==> config.mk <==
export PLATFORM = sky130hd
export DESIGN_NAME = prom_nibble_loader
export DESIGN_NICKNAME = d
export VERILOG_FILES = /design/src/rtl/prom_loader_pkg.sv /design/src/rtl/prom_ram_256x4.sv /design/src/rtl/prom_nibble_loader.sv
export SDC_FILE = /design/constraint.sdc
export NUM_CORES = 2
export LEC_CHECK = 0
export ABC_AREA = 1
export BUFFER_PORTS_ARGS = -buffer_cell sky130_fd_sc_hd__buf_2
export CORE_AREA = 2 2 324 326
export DETAILED_ROUTE_END_ITERATION = 16
export DIE_AREA = 0 0 326 328
export PLACE_DENSITY = 0.73
export SLEW_MARGIN = 10
export SYNTH_ARGS = -nofsm -noshare
export SYNTH_HDL_FRONTEND = slang
export SYNTH_SLANG_ARGS = --single-unit
export TNS_END_PERCENT = 50
==> constraint.sdc <==
create_clock -name clk -period 2.4 [get_ports clk]
set_input_delay 0.36 -clock clk [delete_from_list [all_inputs] [get_ports clk]]
set_output_delay 0.36 -clock clk [all_outputs]
set_load 0.02 [all_outputs]
==> src/rtl/prom_loader_pkg.sv <==
// Shared constants and state encoding for the downloadable 256x4 PROM loader.
package prom_loader_pkg;

    localparam int PROM_DEPTH   = 256;
    localparam int PROM_WIDTH   = 4;
    localparam int PROM_ADDR_W  = 8;
    localparam int SUM_W        = 12;
    localparam int IOCTL_ADDR_W = 25;

    typedef logic [2:0] state_t;

    localparam state_t ST_IDLE   = 3'd0;
    localparam state_t ST_LOAD   = 3'd1;
    localparam state_t ST_VERIFY = 3'd2;
    localparam state_t ST_DONE   = 3'd3;
    localparam state_t ST_ERR    = 3'd4;

endpackage

==> src/rtl/prom_ram_256x4.sv <==
// Single-port 256x4 RAM with registered read data; clr zeroes the output register only.
module prom_ram_256x4
    import prom_loader_pkg::*;
(
    input  logic                   clk,
    input  logic                   clr,
    input  logic                   en,
    input  logic                   we,
    input  logic [PROM_ADDR_W-1:0] addr,
    input  logic [PROM_WIDTH-1:0]  wdata,
    output logic [PROM_WIDTH-1:0]  rdata
);

    logic [PROM_WIDTH-1:0] mem [PROM_DEPTH];
    logic [PROM_WIDTH-1:0] rdata_q;

    always_ff @(posedge clk) begin
        if (en && we) begin
            mem[addr] <= wdata;
        end
        if (clr) begin
            rdata_q <= '0;
        end else if (en) begin
            rdata_q <= mem[addr];
        end
    end

    assign rdata = rdata_q;

endmodule

==> src/rtl/prom_nibble_loader.sv <==
// Loads a 256x4 PROM image from the ioctl byte stream, checksum-verifies it,
// then serves 1-cycle registered reads; dout is forced to 0 until the image is good.
module prom_nibble_loader
    import prom_loader_pkg::*;
#(
    parameter logic [7:0]              ROM_INDEX    = 8'd0,
    parameter logic [IOCTL_ADDR_W-1:0] BASE_ADDR    = 25'h0,
    parameter logic [SUM_W-1:0]        EXPECTED_SUM = 12'h000,
    parameter bit                      CHECK_EN     = 1'b1
) (
    input  logic        clk,
    input  logic        reset,
    input  logic        ioctl_download,
    input  logic [7:0]  ioctl_index,
    input  logic        ioctl_wr,
    input  logic [24:0] ioctl_addr,
    input  logic [7:0]  ioctl_dout,
    output logic        ioctl_wait,
    input  logic [7:0]  addr,
    input  logic        cs,
    output logic [3:0]  dout,
    output logic        load_done,
    output logic        load_err
);

    state_t                  state_q, state_d;
    logic [PROM_DEPTH-1:0]   bitmap_q, bitmap_d;
    logic [SUM_W-1:0]        sum_q, sum_d;
    logic [PROM_ADDR_W-1:0]  vcnt_q, vcnt_d;
    logic                    rd_vld_q, rd_vld_d;
    logic                    cmp_q, cmp_d;
    logic                    wait_q, wait_d;
    logic                    done_q, done_d;
    logic                    err_q, err_d;
    logic                    rd_own_q, rd_own_d;

    logic                    dl_match, in_win, wr_acc, verify_rd;
    logic [IOCTL_ADDR_W-1:0] win_off;
    logic [SUM_W-1:0]        sum_total;

    logic                    ram_clr, ram_en, ram_we;
    logic [PROM_ADDR_W-1:0]  ram_addr;
    logic [PROM_WIDTH-1:0]   ram_rdata;
    logic                    unused_dout_hi;

    assign unused_dout_hi = ^ioctl_dout[7:4];

    always_comb begin
        dl_match  = ioctl_download && (ioctl_index == ROM_INDEX);
        win_off   = ioctl_addr - BASE_ADDR;
        in_win    = (ioctl_addr >= BASE_ADDR) && (win_off[IOCTL_ADDR_W-1:PROM_ADDR_W] == '0);
        wr_acc    = (state_q == ST_LOAD) && dl_match && ioctl_wr && in_win;
        // The last sweep cycle is the compare slot: no read issued, last nibble folded in combinationally.
        verify_rd = (state_q == ST_VERIFY) && !cmp_q;
        sum_total = sum_q + {{(SUM_W-PROM_WIDTH){1'b0}}, ram_rdata};

        state_d  = state_q;
        bitmap_d = bitmap_q;
        sum_d    = sum_q;

        if (wr_acc) begin
            bitmap_d[win_off[PROM_ADDR_W-1:0]] = 1'b1;
        end
        if ((state_q == ST_VERIFY) && rd_vld_q) begin
            sum_d = sum_total;
        end

        case (state_q)
            ST_IDLE: begin
                if (dl_match) state_d = ST_LOAD;
            end
            ST_LOAD: begin
                if (!ioctl_download) begin
                    if (!(&bitmap_q))  state_d = ST_ERR;
                    else if (CHECK_EN) state_d = ST_VERIFY;
                    else               state_d = ST_DONE;
                end
            end
            ST_VERIFY: begin
                if (cmp_q) state_d = (sum_total == EXPECTED_SUM) ? ST_DONE : ST_ERR;
            end
            ST_DONE, ST_ERR: begin
                if (dl_match) state_d = ST_LOAD;
            end
            default: state_d = ST_IDLE;
        endcase

        if ((state_q != ST_LOAD) && (state_d == ST_LOAD)) begin
            bitmap_d = '0;
            sum_d    = '0;
        end

        vcnt_d   = verify_rd ? vcnt_q + 8'd1 : 8'd0;
        rd_vld_d = verify_rd;
        cmp_d    = verify_rd && (vcnt_q == 8'hFF);
        wait_d   = wr_acc;
        done_d   = (state_d == ST_DONE);
        err_d    = (state_d == ST_ERR);
        // dout only follows the RAM for edges that stay in DONE, so a reload start never shows old data.
        rd_own_d = (state_q == ST_DONE) && (state_d == ST_DONE);

        ram_en   = 1'b0;
        ram_we   = 1'b0;
        ram_addr = addr;
        case (state_q)
            ST_LOAD: begin
                ram_en   = wr_acc;
                ram_we   = wr_acc;
                ram_addr = win_off[PROM_ADDR_W-1:0];
            end
            ST_VERIFY: begin
                ram_en   = verify_rd;
                ram_addr = vcnt_q;
            end
            ST_DONE: ram_en = cs;
            default: ram_en = 1'b0;
        endcase
        ram_clr = reset || !((state_q == ST_DONE) || verify_rd);
    end

    always_ff @(posedge clk) begin
        if (reset) begin
            state_q  <= ST_IDLE;
            bitmap_q <= '0;
            sum_q    <= '0;
            vcnt_q   <= '0;
            rd_vld_q <= 1'b0;
            cmp_q    <= 1'b0;
            wait_q   <= 1'b0;
            done_q   <= 1'b0;
            err_q    <= 1'b0;
            rd_own_q <= 1'b0;
        end else begin
            state_q  <= state_d;
            bitmap_q <= bitmap_d;
            sum_q    <= sum_d;
            vcnt_q   <= vcnt_d;
            rd_vld_q <= rd_vld_d;
            cmp_q    <= cmp_d;
            wait_q   <= wait_d;
            done_q   <= done_d;
            err_q    <= err_d;
            rd_own_q <= rd_own_d;
        end
    end

    prom_ram_256x4 u_ram (
        .clk   (clk),
        .clr   (ram_clr),
        .en    (ram_en),
        .we    (ram_we),
        .addr  (ram_addr),
        .wdata (ioctl_dout[3:0]),
        .rdata (ram_rdata)
    );

    assign dout       = rd_own_q ? ram_rdata : 4'h0;
    assign ioctl_wait = wait_q;
    assign load_done  = done_q;
    assign load_err   = err_q;

endmodule

After elaboration in Yosys (flattened, before gate mapping)
Memory sizes are Yosys's and may differ from the RTL's. A register that Yosys moved wholly into a read port is not among the register bits. Cells that the tools add are included.

Register bits after elaboration: 285. Bits in writable memories: 1024. Output and inout port bits: 7. Logic and storage cells: 65. Memories: 1.

Memories: u_ram.mem (depth 256, width 4, rd ports 1, clocked after memory_dff 1, wr ports 1, RTL line prom_ram_256x4.sv:14) `logic [PROM_WIDTH-1:0] mem [PROM_DEPTH];`.

Add/subtract/negate cells: 2. Order comparisons: 3. Eq/ne operators: 9. Mux-type cells: 14. Bitwise operators: 2. Reductions and logical operators: 24.

Operators by type and width (number): bitwise OR 256 bit (1); AND reduction 256 bit (1); >= comparator 25 x 1 -> 1 bit, second input constant (1); zero test 17 bit (1); case mux 8 bit (2 select lines) (1); 2-to-1 mux 3 bit (5); adder 12 x 4 -> 12 bit (1); logical AND 1 bit (12); zero test 12 bit (1); equality test 3 x 2 -> 1 bit, second input constant (3); < comparator 8 x 9 -> 1 bit, second input constant (1); case mux 3 bit (3 select lines) (1); adder 8 x 1 -> 8 bit, second input constant (1); demux 1 bit (select 8 bit) (1); equality test 8 bit, second input constant (1); >= comparator 8 x 1 -> 1 bit, second input constant (1); zero test 8 bit (1); equality test 3 x 1 -> 1 bit, second input constant (2); equality test 3 bit, second input constant (2); 2-to-1 mux 1 bit (4); 2-to-1 mux 4 bit (1); OR reduction 2 bit (2); zero test 3 bit (1); inequality test 3 x 1 -> 1 bit, second input constant (1); other kinds (5) (7).

Longest topological paths before layout
Depth in word-level cells: 9. Gate-level depth with buffers: 22.

By module
Synthesis repeated with hierarchy kept, for this count alone.

Cell total of the unflattened synthesis: 5814. Area, all modules: 55652.1 um^2.

Modules (own cells, without submodules): prom_ram_256x4 (times used 1, cells each 4099, area each 43121.4 um^2, seq. area each 30829.6 um^2); prom_nibble_loader (times used 1, cells each 1715, area each 12530.8 um^2, seq. area each 5705.5 um^2).

Least setup slack after synthesis
No wires, ideal clock.

Kind: reg2reg. Start point: register sum_q[0]. End point: register bitmap_q[222]. Setup time: 0.111 ns. Data arrival time: 2.418 ns. Required time: 2.289 ns. Path slack: -0.129 ns. Cell stages (with the launch flop): 18. Clock period less this slack: 2.529 ns. Cells stage by stage: dfxtp_1 ha_1 fa_1 nand3_1 nand3_1 nand3_1 nor2_1 nand3_1 xor2_1 nand2_1 nor3_2 nand4_1 nand2_1 nand4_1 nand2_2 buf_2 buf_6 nor2_1.

Longest elaborated chain between the ends: 8.

RTL lines: start, declared (RTL line prom_nibble_loader.sv:28) `logic [SUM_W-1:0] sum_q, sum_d;`; start signal, assigned (RTL line prom_nibble_loader.sv:136) `sum_q <= sum_d;`; adder 12 x 4 -> 12 bit (RTL line prom_nibble_loader.sv:55) `sum_total = sum_q + {{(SUM_W-PROM_WIDTH){1'b0}}, ram_rdata};`; zero test 12 bit (RTL line prom_nibble_loader.sv:80) `if (cmp_q) state_d = (sum_total == EXPECTED_SUM) ? ST_DONE : ST_ERR;`; 2-to-1 mux 3 bit (2 in a row) (RTL line prom_nibble_loader.sv:80); case mux 3 bit (3 select lines) (RTL line prom_nibble_loader.sv:68) `case (state_q)`; equality test 3 x 1 -> 1 bit (RTL line prom_nibble_loader.sv:88) `if ((state_q != ST_LOAD) && (state_d == ST_LOAD)) begin`; logical AND 1 bit (RTL line prom_nibble_loader.sv:88); OR reduction 2 bit (no source line); end signal, assigned (RTL line prom_nibble_loader.sv:135) `bitmap_q <= bitmap_d;`; end, declared (RTL line prom_nibble_loader.sv:27) `logic [PROM_DEPTH-1:0] bitmap_q, bitmap_d;`.

Every way passes these cells. A chain may end at the register's enable or synchronous reset.

Final worst setup path
Start point: register state_q[0]. End point: register u_ram.rdata_q[2] (netlist: u_ram.rdata[2]) (read register of u_ram.mem).

Longest elaborated chain between the ends: 5. Elaborated cells on any way between the ends: 12.

RTL lines: start, declared (RTL line prom_nibble_loader.sv:26) `state_t state_q, state_d;`; start signal, assigned (RTL line prom_nibble_loader.sv:134) `state_q <= state_d;`; equality test 3 x 1 -> 1 bit or equality test 3 x 2 -> 1 bit (tied branches) (RTL line prom_nibble_loader.sv:52, prom_nibble_loader.sv:105, prom_nibble_loader.sv:54); logical AND 1 bit (on tied branches) (RTL line prom_nibble_loader.sv:52, prom_nibble_loader.sv:54); logical AND 1 bit or logical OR 1 bit (tied branches) (RTL line prom_nibble_loader.sv:52, prom_nibble_loader.sv:118); logical AND 1 bit or zero test 1 bit (tied branches) (RTL line prom_nibble_loader.sv:52, prom_nibble_loader.sv:118); case mux 1 bit (3 select lines) or logical OR 1 bit (tied branches) (RTL line prom_nibble_loader.sv:105, prom_nibble_loader.sv:118); end, declared (RTL line prom_ram_256x4.sv:15) `logic [PROM_WIDTH-1:0] rdata_q;`.

Parallel ways exist; a longest one is shown, timed or not.

==> results.txt <==
status - finished with violations
failing checks - setup timing
critical-path cell list - inv_2 -> nand4_1 -> nand3_4 -> nand2_8 -> buf_16 -> buf_12 -> nand2_1 -> nand2_1 -> nand2_1 -> nand2_1 -> nand2_1 -> nand2_1 -> nor2_2 -> nor2_2 -> nor2_1 -> nand2_1 -> nand2_1 -> nand3_2 -> nor2_1 -> nor2_1
initial antenna violation count - 4
number of flops mapped to enable cells by yosys - 1024
unrepaired setup endpoints after global routing - yes
# rows - 118
sequential group share of total power - 50.2%
drt total wl - 163000 µm
Synth Register Bits - 1313
CP endpoint - u_ram.rdata[2]$_SDFFE_PP0P_
R2R cell count - 20
ANT nets after route - 0
Yosys warnings - 0
clk slew on worst S/H paths - 0.06 ns
Top FF cell, synth - edfxtp_1
Hold Crit Class - primary input to flip-flop
vias in the first global route - 43400
clock network power share - 43.3%
# clock sinks - 1313
mean number of vias per cell - 5.65
Comb power frac - 6.5%
Std-Cell Core Area - 103000 µm²
post-route setup slack - -0.529 ns
DRT iter0 DRCs - 5697
largest net degree at the start of global routing - 121
Area growth syn-to-layout - 22.2%
Setup TNS - -377.01 ns
peak supply drop - 509 µV
switch share - 22.1%
final setup violation count - 1292
Mapped Nets - 6031
leak pwr - 26.9 nW
initial core utilization - 54.7%
placed insts - 7697
gpl congestion - 0.971
synthesized area - 56500 µm²
Final Non-Filler Cells - 7990
DRT Pass-1 Iters - 8
die span in x - 326 µm
total CTS buffers - 136
Max Clock Skew - 0.0268 ns
max-slew violation count - 0
sequential cell area - 36500 µm²
Buffers on Ports - 56
share of cells above drive strength 1 - 16.2%
crit path kind - flip-flop to flip-flop
worst r2r src - state_q[0]$_SDFF_PP0_
Final nets - 6568
Mapped Cells - 5971
r2r setup slk - -0.53 ns
full die area - 107000 µm²
Max stage delay cell, worst path - dfxtp_2
CTS root buffer - clkbuf_16
IO Pins - 61
H-tree levels - 4
height of the die - 328 µm
Filler cells - 7460
Internal Pwr Total - 38.0 mW
startpoint types - flip-flop
Seq/Total Area, Yosys - 64.7%
Clock Path Buffers - 3
Setup crit start - state_q[0]$_SDFF_PP0_
PwrDens - 707 nW/µm²
Total Power - 48.7 mW
Async SR Flop Fraction - 0%
worst-skew pair later-pin latency - 0.76 ns
multi-input logic area - 16800 µm²
Slew HR - 47.6%
most common cell after layout, fill and taps aside - nand2_1
gr ovfl total - 0
minimum clock period - 2.93 ns
Post-route DRC - 0
Most common cell on crit path - nand2_1
final hold vios - 0
crit end category - flip-flop
Tightest Pin Transition - 0.777 ns
Worst R2R End - u_ram.rdata[2]$_SDFFE_PP0P_
DR vias - 45200
drt wl/cell - 20.4 µm
Switch Pwr - 10.8 mW
highest-count cells in the layout ignoring fill and taps - nand2_1 (1805), edfxtp_1 (1024), nor2_1 (670), buf_4 (527), nand3_1 (521)
HPWL reported at the end of detailed placement - 97100 µm
Distinct cells, synth - 45
max-cap viol count - 0
CTS tree - built
Avg Cell Area, Syn - 9.46 µm²
Worst Path Max Fanout - 21
Max stage delay on crit path - 0.34 ns
CP Data Required Time - 3.00 ns
first-pass GRT wire length - 246000 µm
f_max - 0.341 GHz
crit share post-route - 122%
GRT Util Overall - 29.8%
critical path arrival - 3.53 ns
[routing by layer]
layer	vias up	share of wire, %	track usage, %	wire (µm)
li1	20700	-	-	-
met1	21300	38	39.4	62800
met3	543	11	6.03	17600
met5	-	0.026	0	42
met2	2583	46	47.5	75000
met4	6	4.8	13.8	7780
[worst min path at each step]
stage / from / end / slack (ns) / depth (start not counted)
global placement: vcnt_q[5]$_SDFF_PP0_ / vcnt_q[6]$_SDFF_PP0_ / 0.47 / 2
detailed placement: vcnt_q[7]$_SDFF_PP0_ / cmp_q$_SDFF_PP0_ / 0.47 / 2
floorplan: reset / load_err$_SDFF_PP0_ / 0.43 / 1
finish: ioctl_download / load_err$_SDFF_PP0_ / 0.1 / 5
global route: ioctl_dout[1] / u_ram.mem[27][1]$_DFFE_PP_ / 0.09 / 1
CTS: ioctl_dout[1] / u_ram.mem[245][1]$_DFFE_PP_ / 0.06 / 1
[critical path, delay by kind of cell (launching register included)]
kind          cells  cell delay (ns)
buf+inv           3             0.50
simple gates     17             1.90
flops             1             0.34
[per-stage QoR]
step           util [%]  setup WS [ns]  hold WS (ns)  area, µm²
5_1_grt            66.8         -0.619        0.0879      69000
4_1_cts            66.4         -0.403        0.0614      68500
2_1_floorplan         -        -0.0726         0.429      56600
6_report           66.9         -0.529        0.0957      69000
3_3_place_gp       61.1         -0.669         0.473      63100
3_5_place_dp       61.1         -0.688         0.474      63100
[state kept, by name, indices dropped and copies added (netlist names)]
signal       flops
u_ram.rdata      4
state_q          3
cmp_q            1
load_done        1
bitmap_q       256
u_ram.mem     1024
vcnt_q           8
load_err         1
ioctl_wait       1
sum_q           12
rd_vld_q         1
rd_own_q         1
[final cells by class]
cell class / instances / share of cell area (%)
clock buffer: 188 / 5.71
multi-input combinational: 3788 / 24.3
timing repair buffer: 748 / 10.9
inverter: 521 / 2.85
clock inverter: 50 / 0.753
sequential: 1313 / 53.0
tap: 1380 / 2.50
antenna: 2 / 0.00725
[logic make-up (layout without fill, tap and decap cells)]
family                   Yosys count  count (layout)  share of synthesized area (%)
multiplexers                       1               1                         0.0177
buffers and inverters            872            1507                           6.47
flip-flops                      1313            1313                           64.7
AND/OR/NAND/NOR                 3202            3204                           23.1
other                              0               2                              0
AO/OA/AOI/OAI                    567             567                           5.41
XOR/XNOR                          10              10                          0.155
adder cells (fa/ha/maj)            6               6                          0.146
[what timing repair did]
item / 4_1_cts / 5_1_grt
hold buffers: 2 / 0
buffers inserted: 26 / 4
setup endpoints to repair: 1297 / 1301
gates cloned: 9 / 12
resized for setup: 125 / 35
pin swaps: 18 / 4
endpoints found under the hold margin: 13 / 0
[cell usage after synthesis, types with 3 or more instances]
master	count	area [µm²]
buf_2	223	1120
nor3_2	4	40.0
nand2_2	3	18.8
o21bai_1	60	450
o21ai_0	224	1120
nand4_1	28	175
buf_1	6	22.5
a21oi_1	186	931
inv_1	514	1930
edfxtp_1	1024	30700
nand3_1	530	2650
nor3_1	40	200
buf_6	7	78.8
nor2_2	5	31.3
o22ai_1	4	25.0
nor3b_1	3	22.5
o21ai_1	82	410
nor2_1	723	2710
dfxtp_1	289	5790
inv_2	6	22.5
a21oi_2	3	26.3
buf_4	12	90.1
clkbuf_1	103	387
nand2_1	1816	6820
ha_1	5	62.6
nor4_1	38	238
xor2_1	10	87.6
[power groups by stage]
stage	registers, mW	logic, mW	clock network (mW)
floorplan	25.0	1.42	0
global placement	24.9	2.78	0
detailed placement	24.9	2.82	0
CTS	24.5	3.01	21.3
global route	24.4	3.38	22.1
finish	24.5	3.18	21.1
No activity file was read; power rests on OpenSTA's default activity.
